**config.mk**
```make
export PLATFORM = sky130hd
export DESIGN_NAME = npr_arbiter
export DESIGN_NICKNAME = d
export VERILOG_FILES = /design/src/rtl/npr_arbiter.sv
export SDC_FILE = /design/constraint.sdc
export NUM_CORES = 1
export LEC_CHECK = 0
export ABC_CLOCK_PERIOD_IN_PS = 2450
export BUFFER_PORTS_ARGS = -buffer_cell sky130_fd_sc_hd__buf_2
export CAP_MARGIN = 20
export CORE_MARGIN = 8
export CORE_UTILIZATION = 50
export DETAILED_ROUTE_END_ITERATION = 12
export PLACE_DENSITY = 0.88
export SLEW_MARGIN = 0
export SYNTH_ARGS = -nofsm -noshare
export SYNTH_HDL_FRONTEND = slang
export SYNTH_SLANG_ARGS = --single-unit
export TNS_END_PERCENT = 100
```
**constraint.sdc**
```tcl
create_clock -name CLOCK -period 2.45 [get_ports CLOCK]
set_input_delay 0.735 -clock CLOCK [delete_from_list [all_inputs] [get_ports CLOCK]]
set_output_delay 0.735 -clock CLOCK [all_outputs]
set_load 0.05 [all_outputs]
```
**src/rtl/npr_arbiter.sv**
```systemverilog
`default_nettype none
// ============================================================================
// Module   : npr_arbiter
// Desc     : Round-robin Unibus NPR mastership arbiter for internal DMA
//            requesters; optional grant-wait timeout via NPRARB_TIMEOUT_EN.
// Revision : 1.0 - initial release
// ============================================================================
module npr_arbiter #(
  parameter int NREQ     = 4,
  parameter int DEGLITCH = 4,
  parameter int TOWIDTH  = 10
) (
  input  logic            CLOCK,
  input  logic            RESET,
  input  logic            init_in_h,
  input  logic            halted,
  input  logic            npg_in_l,
  input  logic            bbsy_in_h,
  input  logic            ssyn_in_h,
  input  logic [NREQ-1:0] req,
  output logic            npr_out_h,
  output logic            sack_out_h,
  output logic            bbsy_out_h,
  output logic            npg_out_l,
  output logic [NREQ-1:0] gnt,
  output logic [NREQ-1:0] fail,
  output logic            busy
);

  localparam int IW = (NREQ > 1) ? $clog2(NREQ) : 1;
  localparam int CW = $clog2(DEGLITCH + 1);

  localparam logic [2:0] S_IDLE    = 3'd0;
  localparam logic [2:0] S_REQ     = 3'd1;
  localparam logic [2:0] S_DEGL    = 3'd2;
  localparam logic [2:0] S_SACKW   = 3'd3;
  localparam logic [2:0] S_WAITBUS = 3'd4;
  localparam logic [2:0] S_OWN     = 3'd5;
  localparam logic [2:0] S_REL     = 3'd6;

  logic [2:0]      r_state, w_state_nxt;
  logic [IW-1:0]   r_last, r_win, w_pick, w_idx;
  logic [CW-1:0]   r_cnt, w_cnt_inc;
  logic            r_npr, r_sack, r_bbsy, r_busy;
  logic [NREQ-1:0] r_gnt, r_fail;
  logic            w_npr_nxt, w_sack_nxt, w_bbsy_nxt, w_busy_nxt;
  logic [NREQ-1:0] w_gnt_nxt, w_fail_nxt;
  logic [NREQ-1:0] w_req_ok, w_win_oh;
  logic            w_any, w_own_req, w_to_hit, w_timeout;

`ifdef NPRARB_TIMEOUT_EN
  logic [TOWIDTH-1:0] r_to;
  logic [NREQ-1:0]    r_blk;
  assign w_to_hit = &r_to;
  // A requester that timed out stays masked until it drops its request.
  assign w_req_ok = req & ~r_blk;
`else
  logic [TOWIDTH-1:0] w_unused_to;
  assign w_unused_to = '0;
  assign w_to_hit    = 1'b0;
  assign w_req_ok    = req;
`endif

  assign w_any     = |w_req_ok;
  assign w_own_req = req[r_win];
  assign w_win_oh  = NREQ'(1) << r_win;
  assign w_cnt_inc = r_cnt + CW'(1);

  // Lowest offset from last+1 wins, so scan offsets from the top down.
  always_comb begin
    w_pick = r_last;
    w_idx  = '0;
    for (int k = NREQ; k >= 1; k--) begin
      w_idx = IW'((int'(r_last) + k) % NREQ);
      if (w_req_ok[w_idx]) w_pick = w_idx;
    end
  end

  always_comb begin
    w_state_nxt = r_state;
    w_timeout   = 1'b0;
    case (r_state)
      S_IDLE: begin
        if (w_any) begin
          if (halted)        w_state_nxt = S_WAITBUS;
          else if (npg_in_l) w_state_nxt = S_REQ;
        end
      end
      S_REQ: begin
        if (!w_own_req) w_state_nxt = S_IDLE;
        else if (w_to_hit) begin
          w_state_nxt = S_IDLE;
          w_timeout   = 1'b1;
        end else if (!npg_in_l) w_state_nxt = S_DEGL;
      end
      S_DEGL: begin
        if (!w_own_req) w_state_nxt = S_IDLE;
        else if (w_to_hit) begin
          w_state_nxt = S_IDLE;
          w_timeout   = 1'b1;
        end else if (npg_in_l) w_state_nxt = S_REQ;
        else if (w_cnt_inc >= CW'(DEGLITCH)) w_state_nxt = S_SACKW;
      end
      S_SACKW:   if (npg_in_l) w_state_nxt = S_WAITBUS;
      S_WAITBUS: if (!bbsy_in_h && !ssyn_in_h) w_state_nxt = S_OWN;
      S_OWN:     if (!w_own_req) w_state_nxt = S_REL;
      S_REL:     w_state_nxt = S_IDLE;
      default:   w_state_nxt = S_IDLE;
    endcase
    if (init_in_h) begin
      w_state_nxt = S_IDLE;
      w_timeout   = 1'b0;
    end
  end

  // SACK survives into WAITBUS only on the NPR path; the halted path never raises it.
  always_comb begin
    w_npr_nxt  = (w_state_nxt == S_REQ) || (w_state_nxt == S_DEGL);
    w_sack_nxt = (w_state_nxt == S_SACKW) || ((w_state_nxt == S_WAITBUS) && r_sack);
    w_bbsy_nxt = (w_state_nxt == S_OWN);
    w_gnt_nxt  = w_bbsy_nxt ? w_win_oh : '0;
    w_busy_nxt = (w_state_nxt != S_IDLE);
    w_fail_nxt = w_timeout ? w_win_oh : '0;
  end

  always_ff @(posedge CLOCK) begin
    if (RESET) begin
      r_state <= S_IDLE;
      r_last  <= IW'(NREQ - 1);
      r_win   <= '0;
      r_cnt   <= '0;
      r_npr   <= 1'b0;
      r_sack  <= 1'b0;
      r_bbsy  <= 1'b0;
      r_busy  <= 1'b0;
      r_gnt   <= '0;
      r_fail  <= '0;
`ifdef NPRARB_TIMEOUT_EN
      r_to    <= '0;
      r_blk   <= '0;
`endif
    end else begin
      r_state <= w_state_nxt;
      r_npr   <= w_npr_nxt;
      r_sack  <= w_sack_nxt;
      r_bbsy  <= w_bbsy_nxt;
      r_busy  <= w_busy_nxt;
      r_gnt   <= w_gnt_nxt;
      r_fail  <= w_fail_nxt;
      if ((r_state == S_IDLE) && w_any) r_win <= w_pick;
      if (w_timeout || ((r_state == S_WAITBUS) && (w_state_nxt == S_OWN))) r_last <= r_win;
      if (w_state_nxt == S_DEGL) r_cnt <= (r_state == S_DEGL) ? w_cnt_inc : CW'(1);
      else                       r_cnt <= '0;
`ifdef NPRARB_TIMEOUT_EN
      r_to  <= ((r_state == S_REQ) || (r_state == S_DEGL)) ? r_to + TOWIDTH'(1) : '0;
      r_blk <= (r_blk & req) | w_fail_nxt;
`endif
    end
  end

  assign npr_out_h  = r_npr;
  assign sack_out_h = r_sack;
  assign bbsy_out_h = r_bbsy;
  assign gnt        = r_gnt;
  assign fail       = r_fail;
  assign busy       = r_busy;
  assign npg_out_l  = npg_in_l | r_npr | r_sack | (r_state == S_DEGL) | (r_state == S_SACKW);

endmodule
`default_nettype wire
```
# Word level (Yosys, flattened, before mapping)
# Index checks and enable logic that the tools add are counted.
# totals
memories	0
reg_bits	18
in_bits	11
ram_bits	0
romBits	0
latch_bits	0
out_inout_bits	13
wordCells	81
# classes
shift	1
n_eq_ne	10
mul	0
n_bitwise	7
magnitude_cmp	6
n_addsub	5
div_mod_pow	0
n_mux	28
n_reduce_logical	14
# op_table
op	count
3-bit two-way mux	12
3-bit one-hot mux with 6 select lines	1
2-bit by 3-bit < comparator with 1-bit output, second input constant	5
3-bit by 2-bit == test with 1-bit output, second input constant	4
3-bit == test, second input constant	4
1-bit binary-select mux with 2-bit select	5
2-bit two-way mux	4
3-bit by 1-bit == test with 1-bit output, second input constant	2
1-bit two-way mux	6
2-bit by 1-bit adder with 2-bit output, second input constant	2
2-bit adder, second input constant	2
1-bit logical AND	4
1-bit OR	4
2-bit OR reduction	2
4-bit OR reduction	1
1-bit by 2-bit << shifter with 4-bit output, first input constant	1
3-bit by 1-bit adder with 3-bit output, second input constant	1
3-bit greater-or-equal comparator, second input constant	1
3-bit zero test	1
1-bit inverter	3
3-bit nonzero test	1
3-bit OR reduction	1
1-bit zero test	2
1-bit logical OR	2

# Longest topological paths before layout
# Gate-level depths: netlist of run 1.
# depth
depth_word	10
depth_mapped	6

# Worst setup path after synthesis of run 1
# OpenSTA, ideal clock, no wires.
# synth_timing
path_kind	flip-flop to output port
startpoint	register r_state[1]
endpoint	output npg_out_l
required_ns	1.715
t_arrival_ns	1.578
n_path_buf	1
path_stages_with_launch	4
setup_slack_ns	0.137
path_cell_list	dfxtp_1 buf_2 inv_1 o21ai_0
# synth_between
elab_chain_cells	3
word_cells_on_any_way	4
classes_between	eq/ne (2); bitwise (2)
# synth_rtl
item	line	rtl
start, declared	41	logic [2:0] r_state, w_state_nxt;
start signal, assigned	143	r_state <= w_state_nxt;
3-bit by 2-bit == test with 1-bit output	167	assign npg_out_l = npg_in_l | r_npr | r_sack | (r_state == S_DEGL) | (r_state == S_SACKW);
1-bit OR	167	
1-bit OR *	167	
end, declared	24	output logic npg_out_l,
# Mark *: on every way between the ends. The rest lies on a longest branch, timed or not.

# Worst setup path after layout of run 1
# layout_timing
startpoint	input req[3]
endpoint	register r_npr, in the netlist npr_out_h
# layout_between
elab_chain_cells	7
word_cells_on_any_way	12
classes_between	eq/ne (2); mux (8); reduce/logical (2)
# layout_rtl
item	line	rtl
start, declared	20	input logic [NREQ-1:0] req,
1-bit binary-select mux with 2-bit select	65	assign w_own_req = req[r_win];
1-bit two-way mux (not written as such)	65	
3-bit two-way mux (on tied branches)	106, 90, 97	
3-bit one-hot mux with 6 select lines *	82	case (r_state)
3-bit two-way mux *	110	if (init_in_h) begin
3-bit by 1-bit == test with 1-bit output or 3-bit by 2-bit == test with 1-bit output (tied branches)	118	w_npr_nxt = (w_state_nxt == S_REQ) || (w_state_nxt == S_DEGL);
1-bit logical OR *	118	
end signal, assigned	144	r_npr <= w_npr_nxt;
end, declared	44	logic r_npr, r_sack, r_bbsy, r_busy;
# Mark *: on every way between the ends. The rest lies on a longest branch, timed or not. The select of a mux whose other input is x is not followed.
# A chain may end at the register's enable or synchronous reset.

==> results of run 1 <==
[how the worst max path moves through the flow]
stage / from / endpoint
floorplan: r_state[1] / npg_out_l
global route: r_win[0] / npr_out_h
finish: req[3] / npr_out_h
global placement: req[3] / npr_out_h
CTS: req[3] / npr_out_h
detailed placement: req[3] / npr_out_h
[registers in the layout (all words and copies together) (netlist names)]
| name | cells |
|---|---|
| r_last | 2 |
| r_state | 3 |
| bbsy_out_h | 1 |
| sack_out_h | 1 |
| gnt | 4 |
| r_cnt | 3 |
| r_win | 2 |
| npr_out_h | 1 |
| busy | 1 |
[metal layers]
metal  track usage [%]  up-vias
li1                  -      395
met3              3.91        8
met1              15.9      372
met4              9.56        0
met2              20.8       42
met5                 0        -
[cell usage in the layout (no fill, tap or decap), types with 2 or more instances in the layout]
cell and count:
a21boi_0 2, and3b_2 2, buf_2 19, buf_4 3, clkbuf_4 3, conb_1 5
dfxtp_1 18, inv_1 5, mux2i_1 3, nand2_1 3, nand2b_1 2, nor2_1 11
nor3_1 5, nor3b_1 4, nor4_1 3, o21ai_0 3, o22ai_1 3
[final cells by class]
class | instances | area share, %
multi-input combinational | 72 | 46.9
sequential | 18 | 33.9
timing repair buffer | 22 | 11.1
clock buffer | 4 | 3.41
tap | 25 | 2.94
inverter | 5 | 1.76
[logic make-up after synthesis]
logic type	after synthesis	synth area share (%)
buffers and inverters	11	7.15
DFF	18	39.6
xor gates and xnor gates	1	0.963
muxes	5	7.01
AOI/OAI and AO/OA	21	18.3
and+or+nand+nor	38	23.9
adders and majority gates	2	2.61
other	1	0.412
[power by group through the flow]
stage,Combinational (mW),Clock [mW],Sequential [mW]
after floorplan,0.0694,0,0.323
final,0.100,0.176,0.311
after CTS,0.0989,0.178,0.311
after global routing,0.108,0.197,0.313
after global placement,0.0950,0,0.317
after detailed placement,0.0978,0,0.318
==> flow_summary.yaml, run 1 <==
outcome:
  status: "complete, but fails checks"
  violations: "DRC"
global_route:
  antenna_found_initial: 0
  track_usage_pct: 13.6
  grt_pass1_wl_um: 3660
  overflow: 0
  grt_max_degree: 11
  first_global_vias: 828
setup_path:
  cp.depth: 6
  rrSetupSlack_ns: 0.35
  path_class: "in2reg"
  end_kind: "flop"
  crit_slowest_cell: "mux4_2"
  cp_top_family: "multiplexers"
  cp.arrival_ns: 2.33
  worst-path-buf-inv: 1
  cp-start-kind: "primary input"
  crit_chain: "buf_2 -> mux4_2 -> maj3_2 -> a21oi_2 -> or2_4 -> a2bb2o_4"
  ff2ff_path_depth: 5
  r2r_end: "npr_out_h"
  slowest_delay_ns: 0.51
  cp.required_ns: 2.64
  worstPathMaxFanout: 4
  reg2reg_from: "r_win[0]"
placement:
  dpl_cell_area_um2: 1030
  dpl_worst_slack_ns: 0.0337
  io_buffers: 19
  place_congestion: 0.793
  hpwl_um: 1610
  place_inst: 142
cts:
  clk_path_buf_depth: 2
  ctsResizeCount: 0
  cts_buffers: 3
  cts_tree: "yes"
  clock-sinks: 18
  ctsHoldBuffers: 0
  htree_levels: 1
  path_clk_slew_ns: 0.10
  cts_root_buf: "clkbuf_4"
  clock_latency_ns: 0.28
  cts_setup_buffers: 0
job:
  cap_violations: 0
floorplan:
  io-pin-count: 24
  die_h_um: 58.7
  die-area_um2: 3440
  initial_core_util_pct: 52.7
  die_x_um: 58.7
  coreArea_um2: 1730
  num_rows: 15
route:
  wl_met3_um: 204
  ant_nets: 0
  drt_first_pass_iters: 8
  drt_iter0_drc: 44
  met1Wirelength_um: 870
  avgViaCountPerCell: 5.60
  routed_wl_um: 2110
  drc_errors: 1
  dr_wl_met2_um: 989
  routedWlPerCell_um: 14.4
  vias: 817
  top_layer: "met4"
worst_hold_path:
  hold_path.startpoint: "r_cnt[0]"
  min_path_type: "reg2reg"
  worst_hold_path.num_cells: 1
  hold_end: "r_cnt[0]"
timing:
  finalMaxSlewViolations: 0
  max_clock_freq_ghz: 0.467
  setup_slack_ns: 0.307
  whs_ns: 0.454
  max_slew_margin_pct: 59.0
  finalHoldViolCount: 0
  setup_viol: 0
  period_minus_slack_ns: 2.14
  tns_ns: 0
  tightest_slew_ns: 0.609
  finalCritPeriodShare_pct: 87.5
  rsz0062_at_grt: "no"
  clock_skew_ns: 0.00189
logic_synthesis:
  synthArstFlopShare_pct: 0
  synth_top_cells_by_count: "dfxtp_1, nor2_1, inv_1, nor3_1"
  yosys_warnings: 0
  synth_area_leaders: "dfxtp_1, nor2_1, mux2i_1"
  syn_avg_cell_area_um2: 9.38
  seq_area_frac_synth_pct: 39.6
  yosysMostFrequentCell: "dfxtp_1"
  netlist_area_um2: 910
  synthFlopType: "dfxtp_1"
  synthCells: 97
  synth_cell_types: 43
  synth_top_area_share_pct: 39.6
  yosysTopAreaCell: "dfxtp_1"
  synth_edf_count: 0
  synth_seq_cells: 18
final_layout:
  syn_to_final_growth_pct: 16.9
  instances_no_fill: 146
  nFillCells: 142
  diodes: 0
  nets: 134
  multi_input_area_um2: 499
  utilization_pct: 61.6
  drive_above_1_share_pct: 31.4
  seqCellArea_um2: 360
  design_area_um2: 1060
power:
  p_int_uw: 428
  vdd_drop_max_mv: 0.301
  power.share.combinational_pct: 17.1
  power.switching_uw: 159
  swShare_pct: 27.1
  leakagePower_nw: 0.480
  p_total_uw: 587
  clock_power_share_pct: 29.9
  p_seq_share_pct: 53.0
  cellPowerDensity_nw_per_um2: 552
Power figures use the tool's default switching activity.
==> run 2, diff against run 1 <==
--- a/config.mk
+++ b/config.mk
@@ -13,3 +13,3 @@
 export DETAILED_ROUTE_END_ITERATION = 12
-export PLACE_DENSITY = 0.88
+export PLACE_DENSITY = 0.85
 export SLEW_MARGIN = 0
==> constraint.sdc (replaced) <==
create_clock -name CLOCK -period 2.45 [get_ports CLOCK]
set_input_delay 0.1225 -clock CLOCK [delete_from_list [all_inputs] [get_ports CLOCK]]
set_output_delay 0.1225 -clock CLOCK [all_outputs]
set_load 0.05 [all_outputs]
==> flow_summary.yaml, run 2 (same netlist as run 1, synthesis figures left out) <==
outcome:
  status: "completed"
placement:
  hpwl_um: 1570
  place_congestion: 0.881
  io_buffers: 19
final_layout:
  nets: 131
  largest_register_ffs: 4
  multi_input_area_um2: 499
  mostFrequentLayoutCells: "buf_2, dfxtp_1, nor2_1"
  nFillCells: 158
  syn_to_final_growth_pct: 12.9
  drive_above_1_share_pct: 29.1
  seqCellArea_um2: 360
  diodes: 0
  layout_commonest_cell: "buf_2"
global_route:
  grt_pass1_wl_um: 3270
  grt_max_degree: 10
  first_global_vias: 791
  antenna_found_initial: 0
  track_usage_pct: 12.1
  overflow: 0
route:
  drt_first_pass_iters: 4
  vias: 822
  avgViaCountPerCell: 5.79
  routed_wl_um: 1990
  routedWlPerCell_um: 14.0
  drt_iter0_drc: 18
  drc_errors: 0
  ant_nets: 0
cts:
  clk_path_buf_depth: 2
  cts_buffers: 3
  cts_tree: "yes"
  ctsResizeCount: 0
  clock-sinks: 18
  clock_latency_ns: 0.29
  ctsHoldBuffers: 0
  path_clk_slew_ns: 0.09
  cts_root_buf: "clkbuf_4"
  htree_levels: 1
  cts_setup_buffers: 0
floorplan:
  io-pin-count: 24
  die_x_um: 58.7
  die_h_um: 58.7
  initial_core_util_pct: 52.7
  num_rows: 15
  die-area_um2: 3440
  coreArea_um2: 1730
power:
  cellPowerDensity_nw_per_um2: 532
  p_seq_share_pct: 56.8
  leakagePower_nw: 0.459
  swShare_pct: 28.3
  vdd_drop_max_mv: 0.326
  power.switching_uw: 155
  p_total_uw: 547
  clock_power_share_pct: 25.5
  p_int_uw: 392
  power.share.combinational_pct: 17.7
setup_path:
  end_kind: "flop"
  path_class: "reg2reg"
  cp.arrival_ns: 2.26
  cp.required_ns: 2.64
  cp-start-kind: "flop"
  worstPathMaxFanout: 7
timing:
  clock_skew_ns: 0.00768
  finalCritPeriodShare_pct: 84.5
  finalMaxSlewViolations: 0
  period_minus_slack_ns: 2.07
  tightest_slew_ns: 0.655
  max_slew_margin_pct: 55.9
  setup_viol: 0
  max_clock_freq_ghz: 0.483
  rsz0062_at_grt: "no"
  finalHoldViolCount: 0
  tns_ns: 0
worst_hold_path:
  min_path_type: "in2reg"
job:
  cap_violations: 0
[run 2: cell count changes in the layout (fill, tap and decap cells not counted), sizes merged]
cell	previous run	this run
clkbuf	4	3
buf	22	19
[run 2: power groups by stage]
stage               Clock (mW)  Sequential, mW  Combinational, mW
global route             0.154           0.313              0.104
finish                   0.139           0.311             0.0966
detailed placement           0           0.317             0.0950
floorplan                    0           0.323             0.0694
global placement             0           0.317             0.0926
CTS                      0.142           0.310             0.0955
[run 2: critical path: stages, from the launching register on]
cell and delay [ns]:
dfxtp_1 0.45, mux4_2 0.56, maj3_2 0.33, a21oi_2 0.23, or2_4 0.19, a2bb2o_4 0.21
[run 2: worst paths after layout]
check | cells after the start | from | endpoint | slack, ns
worst max-delay path | 5 | r_win[0] | npr_out_h | 0.38
worst min-delay path | 2 | RESET | r_win[0] | 0.1
worst max register to register | 5 | r_win[0] | npr_out_h | 0.38
worst min register to register | 1 | r_cnt[0] | r_cnt[0] | 0.45
[run 2: cell type report]
type / count / area share [%]
multi-input combinational: 72 / 48.6
tap: 25 / 3.05
timing repair buffer: 19 / 9.26
clock buffer: 3 / 2.19
sequential: 18 / 35.1
inverter: 5 / 1.83
[run 2: per-stage QoR]
| step | cells | cell area, um2 | setup slack [ns] | hold slack (ns) | utilization (%) |
|---|---|---|---|---|---|
| floorplan | 101 | 925 | 0.511 | 0.195 | - |
| global placement | 139 | 1000 | 0.452 | 0.397 | 58.2 |
| detailed placement | 139 | 1000 | 0.412 | 0.402 | 58.2 |
| CTS | 142 | 1030 | 0.387 | 0.0933 | 59.5 |
| global route | 142 | 1030 | 0.166 | 0.101 | 59.5 |
| finish | 142 | 1030 | 0.379 | 0.0973 | 59.5 |
[run 2: routing by layer]
metal / vias up / track usage, % / part of all wire, %
met2: 40 / 20.9 / 48
met5: - / 0 / 0
met3: 8 / 2.61 / 6.7
met1: 389 / 13.0 / 42
met4: 0 / 7.51 / 3.3
li1: 385 / - / -
==> run 3, diff against run 2 <==
Settings changed: ABC_AREA set to 1, ABC_CLOCK_PERIOD_IN_PS 2450 to 1700, CORE_UTILIZATION 50 to 47, PLACE_DENSITY 0.85 to 0.83.
Clock period 2.45 ns to 1.7 ns, I/O delays scaled along.
==> flow_summary.yaml, run 3 <==
floorplan:
  io-pin-count: 24
  coreArea_um2: 2170
  die-area_um2: 4010
  die_x_um: 63.3
  initial_core_util_pct: 48.5
  num_rows: 17
  die_h_um: 63.3
logic_synthesis:
  synth_seq_cells: 18
  synth_top_area_share_pct: 34.2
  synthMuxAreaShare_pct: 0
  yosysMostFrequentCell: "nand2_1"
  synthFlopType: "dfxtp_1"
  syn_avg_cell_area_um2: 6.46
  synth_edf_count: 0
  netlist_area_um2: 1050
  yosys.area_share.adder_pct: 1.19
  synth_cell_types: 25
  yosys_warnings: 0
  seq_area_frac_synth_pct: 34.2
  synthCells: 163
  synthArstFlopShare_pct: 0
  synth_compound_area_share_pct: 8.32
  synth_xor_area_share_pct: 0
  synth_area_leaders: "dfxtp_1, nand2_1, nand3_1"
  yosysTopAreaCell: "dfxtp_1"
  yosys.area_share.simple_pct: 42.8
  synth_top_family_by_area: "simple AND/OR/NAND/NOR gates"
  synth_top_cells_by_count: "nand2_1, dfxtp_1, nand3_1"
setup_path:
  ff2ff_path_depth: 10
  cp.arrival_ns: 1.72
  worst-path-buf-inv: 2
  cp_top_family: "simple AND/OR/NAND/NOR gates"
  slowest_delay_ns: 0.48
  cp.required_ns: 1.93
  worstPathMaxFanout: 6
  cp-start-kind: "flop"
  crit_chain: "inv_2 -> o21ai_1 -> nand3_2 -> nand2_2 -> nand2_4 -> inv_6 -> nand2_4 -> nor2_4 -> nand2_2 -> nor2_1"
  crit_slowest_cell: "dfxtp_1"
  reg2reg_from: "r_state[2]"
  r2r_end: "gnt[2]"
  path_class: "reg2reg"
  rrSetupSlack_ns: 0.22
  end_kind: "flop"
global_route:
  overflow: 0
  track_usage_pct: 11.2
  grt_max_degree: 11
  first_global_vias: 953
  antenna_found_initial: 0
  grt_pass1_wl_um: 3900
placement:
  dpl_cell_area_um2: 1160
  place_congestion: 0.883
  hpwl_um: 1870
  place_inst: 209
  io_buffers: 19
route:
  avgViaCountPerCell: 4.85
  routedWlPerCell_um: 10.4
  drc_errors: 0
  ant_nets: 0
  drt_first_pass_iters: 4
  routed_wl_um: 2220
  drt_iter0_drc: 21
  vias: 1032
final_layout:
  largest_register_ffs: 4
  drive_above_1_share_pct: 23.2
  instances_no_fill: 213
  diodes: 0
  nFillCells: 229
  design_area_um2: 1200
  mostFrequentLayoutCells: "nand2_1, buf_2, nand3_1, dfxtp_1, inv_1"
  nets: 198
  layout_commonest_cell: "nand2_1"
  utilization_pct: 55.2
  syn_to_final_growth_pct: 13.9
timing:
  period_minus_slack_ns: 1.48
  rsz0062_at_grt: "no"
  clock_skew_ns: 0.00332
  max_clock_freq_ghz: 0.674
  tns_ns: 0
  finalCritPeriodShare_pct: 87.3
  setup_viol: 0
  finalMaxSlewViolations: 0
  finalHoldViolCount: 0
job:
  cap_violations: 0
cts:
  clock-sinks: 18
  path_clk_slew_ns: 0.10
  ctsResizeCount: 0
  clk_path_buf_depth: 2
  cts_tree: "yes"
  cts_buffers: 3
  clock_latency_ns: 0.29
  cts_root_buf: "clkbuf_4"
  cts_setup_buffers: 0
  htree_levels: 1
  ctsHoldBuffers: 0
outcome:
  status: "completed"
worst_hold_path:
  hold_path.startpoint: "RESET"
  min_path_type: "in2reg"
  worst_hold_path.num_cells: 2
  hold_end: "sack_out_h"
power:
  p_total_uw: 913
  leakagePower_nw: 0.642
  cellPowerDensity_nw_per_um2: 761
  vdd_drop_max_mv: 0.733
[run 3: cell type report]
type | count | area, um2 | area share [%]
flip-flops and latches | 18 | 360 | 30.1
multi-input cells | 118 | 569 | 47.5
clock buffers | 4 | 36.3 | 3.03
inverters | 26 | 103 | 8.56
repair buffers | 19 | 95.1 | 7.93
well taps | 28 | 35.0 | 2.92
[run 3: per-layer routing]
layer | up-vias | part of all wire [%] | global-route usage, %
li1 | 545 | - | -
met1 | 453 | 42 | 12.3
met2 | 30 | 51 | 20.2
met4 | 0 | 0.63 | 2.23
met3 | 4 | 6.7 | 4.06
met5 | - | 0 | 0
[run 3: cells by family (layout without fill, tap and decap cells)]
family / count (synthesis) / in the layout
adder cells (fa/ha/maj): 1 / 1
flip-flops: 18 / 18
AO/OA/AOI/OAI: 17 / 17
buffers and inverters: 31 / 49
AND/OR/NAND/NOR: 95 / 95
other: 1 / 5
[run 3: worst max-delay path by stage]
stage,from,to,slack [ns],cells past startpoint
6_report,r_state[2],gnt[2],0.22,10
3_5_place_dp,r_state[0],r_cnt[0],0.26,9
5_1_grt,r_state[2],r_cnt[0],0.04,9
3_3_place_gp,r_state[2],gnt[2],0.29,10
2_1_floorplan,r_state[1],npg_out_l,0.09,2
4_1_cts,r_state[0],gnt[2],0.23,10
[run 3: worst reg2reg max path, stage by stage (launching register included)]
cell	delay [ns]
dfxtp_1	0.48
inv_2	0.10
o21ai_1	0.16
nand3_2	0.11
nand2_2	0.10
nand2_4	0.07
inv_6	0.08
nand2_4	0.05
nor2_4	0.12
nand2_2	0.06
nor2_1	0.09
[run 3: power by group]
part	internal, mW	total [mW]	switching (mW)
Combinational	0.0560	0.198	0.142
Sequential	0.437	0.454	0.0169
Clock	0.131	0.261	0.130
Total	0.623	0.913	0.289
[run 3: metrics by stage]
step	worst slack, ns	hold slack (ns)
floorplan	0.0859	0.154
global placement	0.293	0.372
detailed placement	0.257	0.369
CTS	0.230	0.0537
global route	0.0367	0.0488
finish	0.217	0.0569
